[src/rtl/uart_rx_buffered.sv]
// 8N1 UART receiver: mid-bit sampling, false-start rejection, stop-bit framing check,
// and a receive FIFO that downstream logic drains with a ready/valid handshake.
module uart_rx_buffered #(
  parameter int CLK_FREQ   = 100_000_000,
  parameter int BAUD_RATE  = 3_000_000,
  parameter int FIFO_DEPTH = 16
) (
  input  logic                              clk_in,
  input  logic                              rst_in,
  input  logic                              uart_rxd_in,
  output logic [7:0]                        byte_out,
  output logic                              valid_out,
  input  logic                              ready_in,
  output logic [$clog2(FIFO_DEPTH+1)-1:0]   count_out,
  output logic                              framing_error_out,
  output logic                              overflow_out
);

  localparam int CYCLES_PER_BAUD = CLK_FREQ / BAUD_RATE;
  localparam int HALF_BAUD       = CYCLES_PER_BAUD / 2;
  localparam int CNT_W           = $clog2(CYCLES_PER_BAUD);
  localparam int PTR_W           = $clog2(FIFO_DEPTH);
  localparam int COUNT_W         = $clog2(FIFO_DEPTH + 1);

  typedef enum logic [2:0] {IDLE, START, DATA, STOP, WAIT_HIGH} state_t;

  state_t             state, next_state;
  logic               rxd_meta, rxd_s;
  logic [CNT_W-1:0]   baud_cnt;
  logic [2:0]         bit_idx;
  logic [7:0]         shift_reg;
  logic               half_done, full_done;
  logic               baud_tick, shift_en, push_req, frame_err;

  logic [7:0]         mem [FIFO_DEPTH];
  logic [PTR_W-1:0]   wr_ptr, rd_ptr;
  logic [COUNT_W-1:0] count;
  logic               full, empty, push, pop;

  // Preset to idle-high so releasing reset can never look like a start bit.
  always_ff @(posedge clk_in or negedge rst_in) begin
    if (!rst_in) begin
      rxd_meta <= 1'b1;
      rxd_s    <= 1'b1;
    end else begin
      rxd_meta <= uart_rxd_in;
      rxd_s    <= rxd_meta;
    end
  end

  assign half_done = (baud_cnt == CNT_W'(HALF_BAUD - 1));
  assign full_done = (baud_cnt == CNT_W'(CYCLES_PER_BAUD - 1));

  always_ff @(posedge clk_in or negedge rst_in) begin
    if (!rst_in) state <= IDLE;
    else         state <= next_state;
  end

  always_comb begin
    next_state = state;
    case (state)
      IDLE:      if (!rxd_s) next_state = START;
      START:     if (half_done) next_state = rxd_s ? IDLE : DATA;
      DATA:      if (full_done && bit_idx == 3'd7) next_state = STOP;
      STOP:      if (full_done) next_state = rxd_s ? IDLE : WAIT_HIGH;
      WAIT_HIGH: if (rxd_s) next_state = IDLE;
      default:   next_state = IDLE;
    endcase
  end

  always_comb begin
    baud_tick = 1'b0;
    shift_en  = 1'b0;
    push_req  = 1'b0;
    frame_err = 1'b0;
    case (state)
      START: baud_tick = half_done;
      DATA: begin
        baud_tick = full_done;
        shift_en  = full_done;
      end
      STOP: begin
        baud_tick = full_done;
        push_req  = full_done && rxd_s;
        frame_err = full_done && !rxd_s;
      end
      default: ;
    endcase
  end

  // Baud counter restarts at every sample point so each bit is timed from the previous sample.
  always_ff @(posedge clk_in or negedge rst_in) begin
    if (!rst_in) begin
      baud_cnt  <= '0;
      bit_idx   <= '0;
      shift_reg <= '0;
    end else begin
      if (state == IDLE || state == WAIT_HIGH || baud_tick) baud_cnt <= '0;
      else                                                  baud_cnt <= baud_cnt + CNT_W'(1);
      if (state == START)  bit_idx <= '0;
      else if (shift_en)   bit_idx <= bit_idx + 3'd1;
      if (shift_en) shift_reg <= {rxd_s, shift_reg[7:1]};
    end
  end

  assign full  = (count == COUNT_W'(FIFO_DEPTH));
  assign empty = (count == '0);
  assign pop   = !empty && ready_in;
  assign push  = push_req && (!full || pop);

  // When full, a simultaneous pop frees the slot the write pointer already points at.
  always_ff @(posedge clk_in or negedge rst_in) begin
    if (!rst_in) begin
      for (int i = 0; i < FIFO_DEPTH; i++) mem[i] <= '0;
      wr_ptr            <= '0;
      rd_ptr            <= '0;
      count             <= '0;
      framing_error_out <= 1'b0;
      overflow_out      <= 1'b0;
    end else begin
      if (push) begin
        mem[wr_ptr] <= shift_reg;
        wr_ptr      <= wr_ptr + PTR_W'(1);
      end
      if (pop) rd_ptr <= rd_ptr + PTR_W'(1);
      case ({push, pop})
        2'b10:   count <= count + COUNT_W'(1);
        2'b01:   count <= count - COUNT_W'(1);
        default: count <= count;
      endcase
      framing_error_out <= frame_err;
      overflow_out      <= push_req && full && !pop;
    end
  end

  assign byte_out  = mem[rd_ptr];
  assign valid_out = !empty;
  assign count_out = count;

endmodule

[config.mk]
export PLATFORM = sky130hd
export DESIGN_NAME = uart_rx_buffered
export DESIGN_NICKNAME = d
export VERILOG_FILES = /design/src/rtl/uart_rx_buffered.sv
export SDC_FILE = /design/constraint.sdc
export NUM_CORES = 1
export LEC_CHECK = 0
export ABC_AREA = 1
export BUFFER_PORTS_ARGS = -buffer_cell sky130_fd_sc_hd__buf_2
export CAP_MARGIN = 20
export CORE_ASPECT_RATIO = 2
export CORE_MARGIN = 5
export CORE_UTILIZATION = 45
export DETAILED_ROUTE_END_ITERATION = 12
export GPL_TIMING_DRIVEN = 0
export PLACE_DENSITY = 0.6
export REMOVE_ABC_BUFFERS = 1
export SLEW_MARGIN = 20
export SYNTH_ARGS = -nofsm -noshare
export SYNTH_HDL_FRONTEND = slang
export SYNTH_SLANG_ARGS = --single-unit
[constraint.sdc]
create_clock -name clk_in -period 6.85 [get_ports clk_in]
set_input_delay 0.3425 -clock clk_in [delete_from_list [all_inputs] [get_ports clk_in]]
set_output_delay 0.3425 -clock clk_in [all_outputs]
set_load 0.01 [all_outputs]
==> results_dict.tcl <==
set metrics [dict create \
    max_cap_violations 0 \
    max_freq_ghz 0.272 \
    period_needed_ns 3.67 \
    globalRoute.totalOverflow 0 \
    post-route-period-util 0.536 \
    cts.path.max_buffers 2 \
    synth_top_cell_by_area "dfrtp_1" \
    timing.critical_path.max_delay_family "simple AND/OR/NAND/NOR gates" \
    placed_area_sq_um 9050 \
    nNetsFinal 1093 \
    setup.worst_path.start_class "flip-flop" \
    htreeDepth 4 \
    die_ar_sq_um 22100 \
    critPathKind "flip-flop to flip-flop" \
    clock_sinks 165 \
    design_power_total_mw 3.22 \
    status "completed" \
    largest_register_ff_count 128 \
    num_rows 71 \
    syn-cell-area_sq_um 8580 \
    tritoncts_clock_tree "done" \
    worst-path-buf-inv 6 \
    unrepaired_setup_endpoints_after_global_routing "no" \
    post_synth_main_area_contributors "dfrtp_1 48%, nand2_1 14%, nand4_1 9.6%" \
    cts_repair_resize_count 0 \
    cts_setup_buffers 0 \
    timing_max_transition_violations_final 0 \
    synth_sequential_area_ratio 0.482 \
    relSlewSlack 0.408 \
    globalRouteTotalUtil 0.229 \
    detailedRoute.firstIterationViolations 374 \
    route.antenna.remaining_nets 0 \
    timing.hold.worst.class "input pin to flip-flop" \
    final_area_sq_um 9700 \
    drive_above_1_share 0.0909 \
    final-hold-violation-count 0 \
    worstPathArrival_ns 4.00 \
    floorplan.io_pins 20 \
    area_growth_syn_to_layout_pct 13.1 \
    first_global_vias 7334 \
    avgSynthCellArea_sq_um 7.89 \
    yosysWarnings 0 \
    wire_per_inst_microns 17.7 \
    clock_insertion_delay_worst_skew_ns 0.44 \
    final_hold_slack_ns 0.209 \
    cell_breakdown_of_the_critical_path "inv_1 > ha_1 > nand3_2 > nor3_4 > buf_6 > buf_8 > buf_8 > nand2_1 > ha_1 > inv_1 > nand2_1 > nand2_1 > ha_1 > inv_1 > nand2_1 > nand3_1 > nand3b_1 > nand2_1 > nand2_1 > nand2_1" \
    critPathMaxFanout 18 \
    ir_drop_mv 0.210 \
    antenna_cells_inserted 0 \
    final.setup_skew_ns 0.0100 \
    max_slew.worst_pin.slew_ns 0.887 \
    route.vias.total 7357 \
    first_pass_iters 5 \
    crit_end_category "flip-flop" \
    critical_path.slowest_cell "nor3_4" \
    clkSlewWorstSetupHoldPaths_ns 0.07 \
    io_buffer_count 19 \
    detail_route.vias_per_cell 5.47 \
    synth.lib_cells_used.distinct 27 \
    post-route-util 0.515 \
    grt_max_degree 82 \
    setup_viol 0 \
    cts_hold_buf 2 \
    fp.dieW_microns 108 \
    post-dp-hpwl_mm 15.9 \
    post_syn_instances 1087 \
    critPathMaxStageDelay_ns 0.63 \
    number_of_antenna_violations_at_the_first_check_in_global_routing 0 \
    synth_seq_cells 165 \
    clock_root_cell "clkbuf_16" \
    fp.dieH_microns 205 \
    critical_path_required_ns 7.17 \
    power_per_cell_area_nw_per_um2 332 \
    remaining_drc_errors 0 \
    place.gp.congestion 0.914 \
    placeableCoreArea_sq_um 18800 \
    static-leakage-power_nw 4.85 \
    start_util 0.455 \
    wire_length_of_the_first_global_routing_pass_mm 39.5 \
    synth_top_area_frac 0.476 \
    cts_made_buffers 17 \
    crit_top_cell "nand2_1" \
    routed_wl_mm 23.8 \
]
==> power breakdown <==
part	switching, mW	internal (mW)
registers	0.117	1.02
logic	0.699	0.350
clock network	0.420	0.613
total	1.24	1.98
==> placed cells by master, fill, tap and decap left out, types with 2 or more instances in the layout <==
master           n
bufinv_16        4
nand3_1         54
ha_1            12
clkinv_1         2
clkinv_4         4
o211ai_1        16
inv_1           42
xnor2_1          3
xor2_1           5
o21ai_0         79
nor3_1           3
clkinvlp_4       2
buf_6            8
dfrtp_1        161
dfstp_2          2
buf_16           4
a21oi_1         15
nand3b_1         2
nor2_1         136
dlygate4sd3_1    2
nand4_1        132
buf_8           12
clkbuf_16       17
nand3_4         10
inv_6            3
inv_2            3
nand2_1        325
buf_2           18
nand3_2          6
==> worst paths after layout <==
path                       slack, ns           end  depth (start not counted)         from
setup / recovery                3.18  count_out[4]                         20  baud_cnt[0]
hold / removal                  0.21     rd_ptr[0]                          3     ready_in
setup reg to reg                3.18  count_out[4]                         20  baud_cnt[0]
hold reg to reg                 0.36         rxd_s                          0     rxd_meta
max in group asynchronous       5.53      mem[120]                          4       rst_in
min in group asynchronous       0.32       mem[85]                          2       rst_in
==> synth_stat cells <==
cell type,count
nor2_1,136
nor4_1,1
o211ai_1,16
ha_1,12
buf_4,9
inv_1,44
nor3_1,3
buf_6,1
nand4_1,132
nand2_1,325
inv_2,1
clkinv_1,2
clkbuf_1,40
nand3_2,6
xor2_1,5
buf_2,14
o21ai_0,79
xnor2_1,3
dfrtp_1,163
nor3_4,1
a21oi_1,15
dfstp_2,2
nand3b_1,2
nand2_2,1
buf_1,10
nand3_4,10
nand3_1,54
==> layout make-up <==
type	count	area, sq um
fill	1817	9130
sequential	165	4140
multi-input combinational	801	3930
timing repair buffer	45	510
clock buffer	17	425
tap	255	319
clock inverter	14	201
inverter	47	176
==> through the flow <==
step                setup slack, ns  TNS, ns  cells
finish                         3.18        0   1344
global route                   2.91        0   1344
CTS                            3.15        0   1344
detailed placement             3.17        0   1311
global placement              -3.24  -227.01   1287
floorplan                   -0.0135  -0.0135   1013
==> worst reg2reg max path: cells and delay by family (launching register included) <==
family,cells,cell delay (ns)
fa+ha+maj,3,0.66
simple gates,11,1.61
buf+inv,6,0.88
flops,1,0.41
==> routing by layer <==
metal,routed length (microns),vias up,GRT usage,share of wire
met4,856,0,0.104,0.036
met3,836,40,0.0330,0.035
met2,12700,165,0.408,0.53
met1,9460,3506,0.268,0.40
met5,0,-,0,0
li1,-,3646,-,-
==> cells by family after synthesis <==
kind of cell	after synthesis	share of synthesized area
flip-flops	165	0.482
buffers and inverters	121	0.0598
XOR/XNOR	8	0.00817
AND/OR/NAND/NOR	671	0.364
AO/OA/AOI/OAI	110	0.0689
adder cells (fa/ha/maj)	12	0.0175
Power figures use the tool's default switching activity.
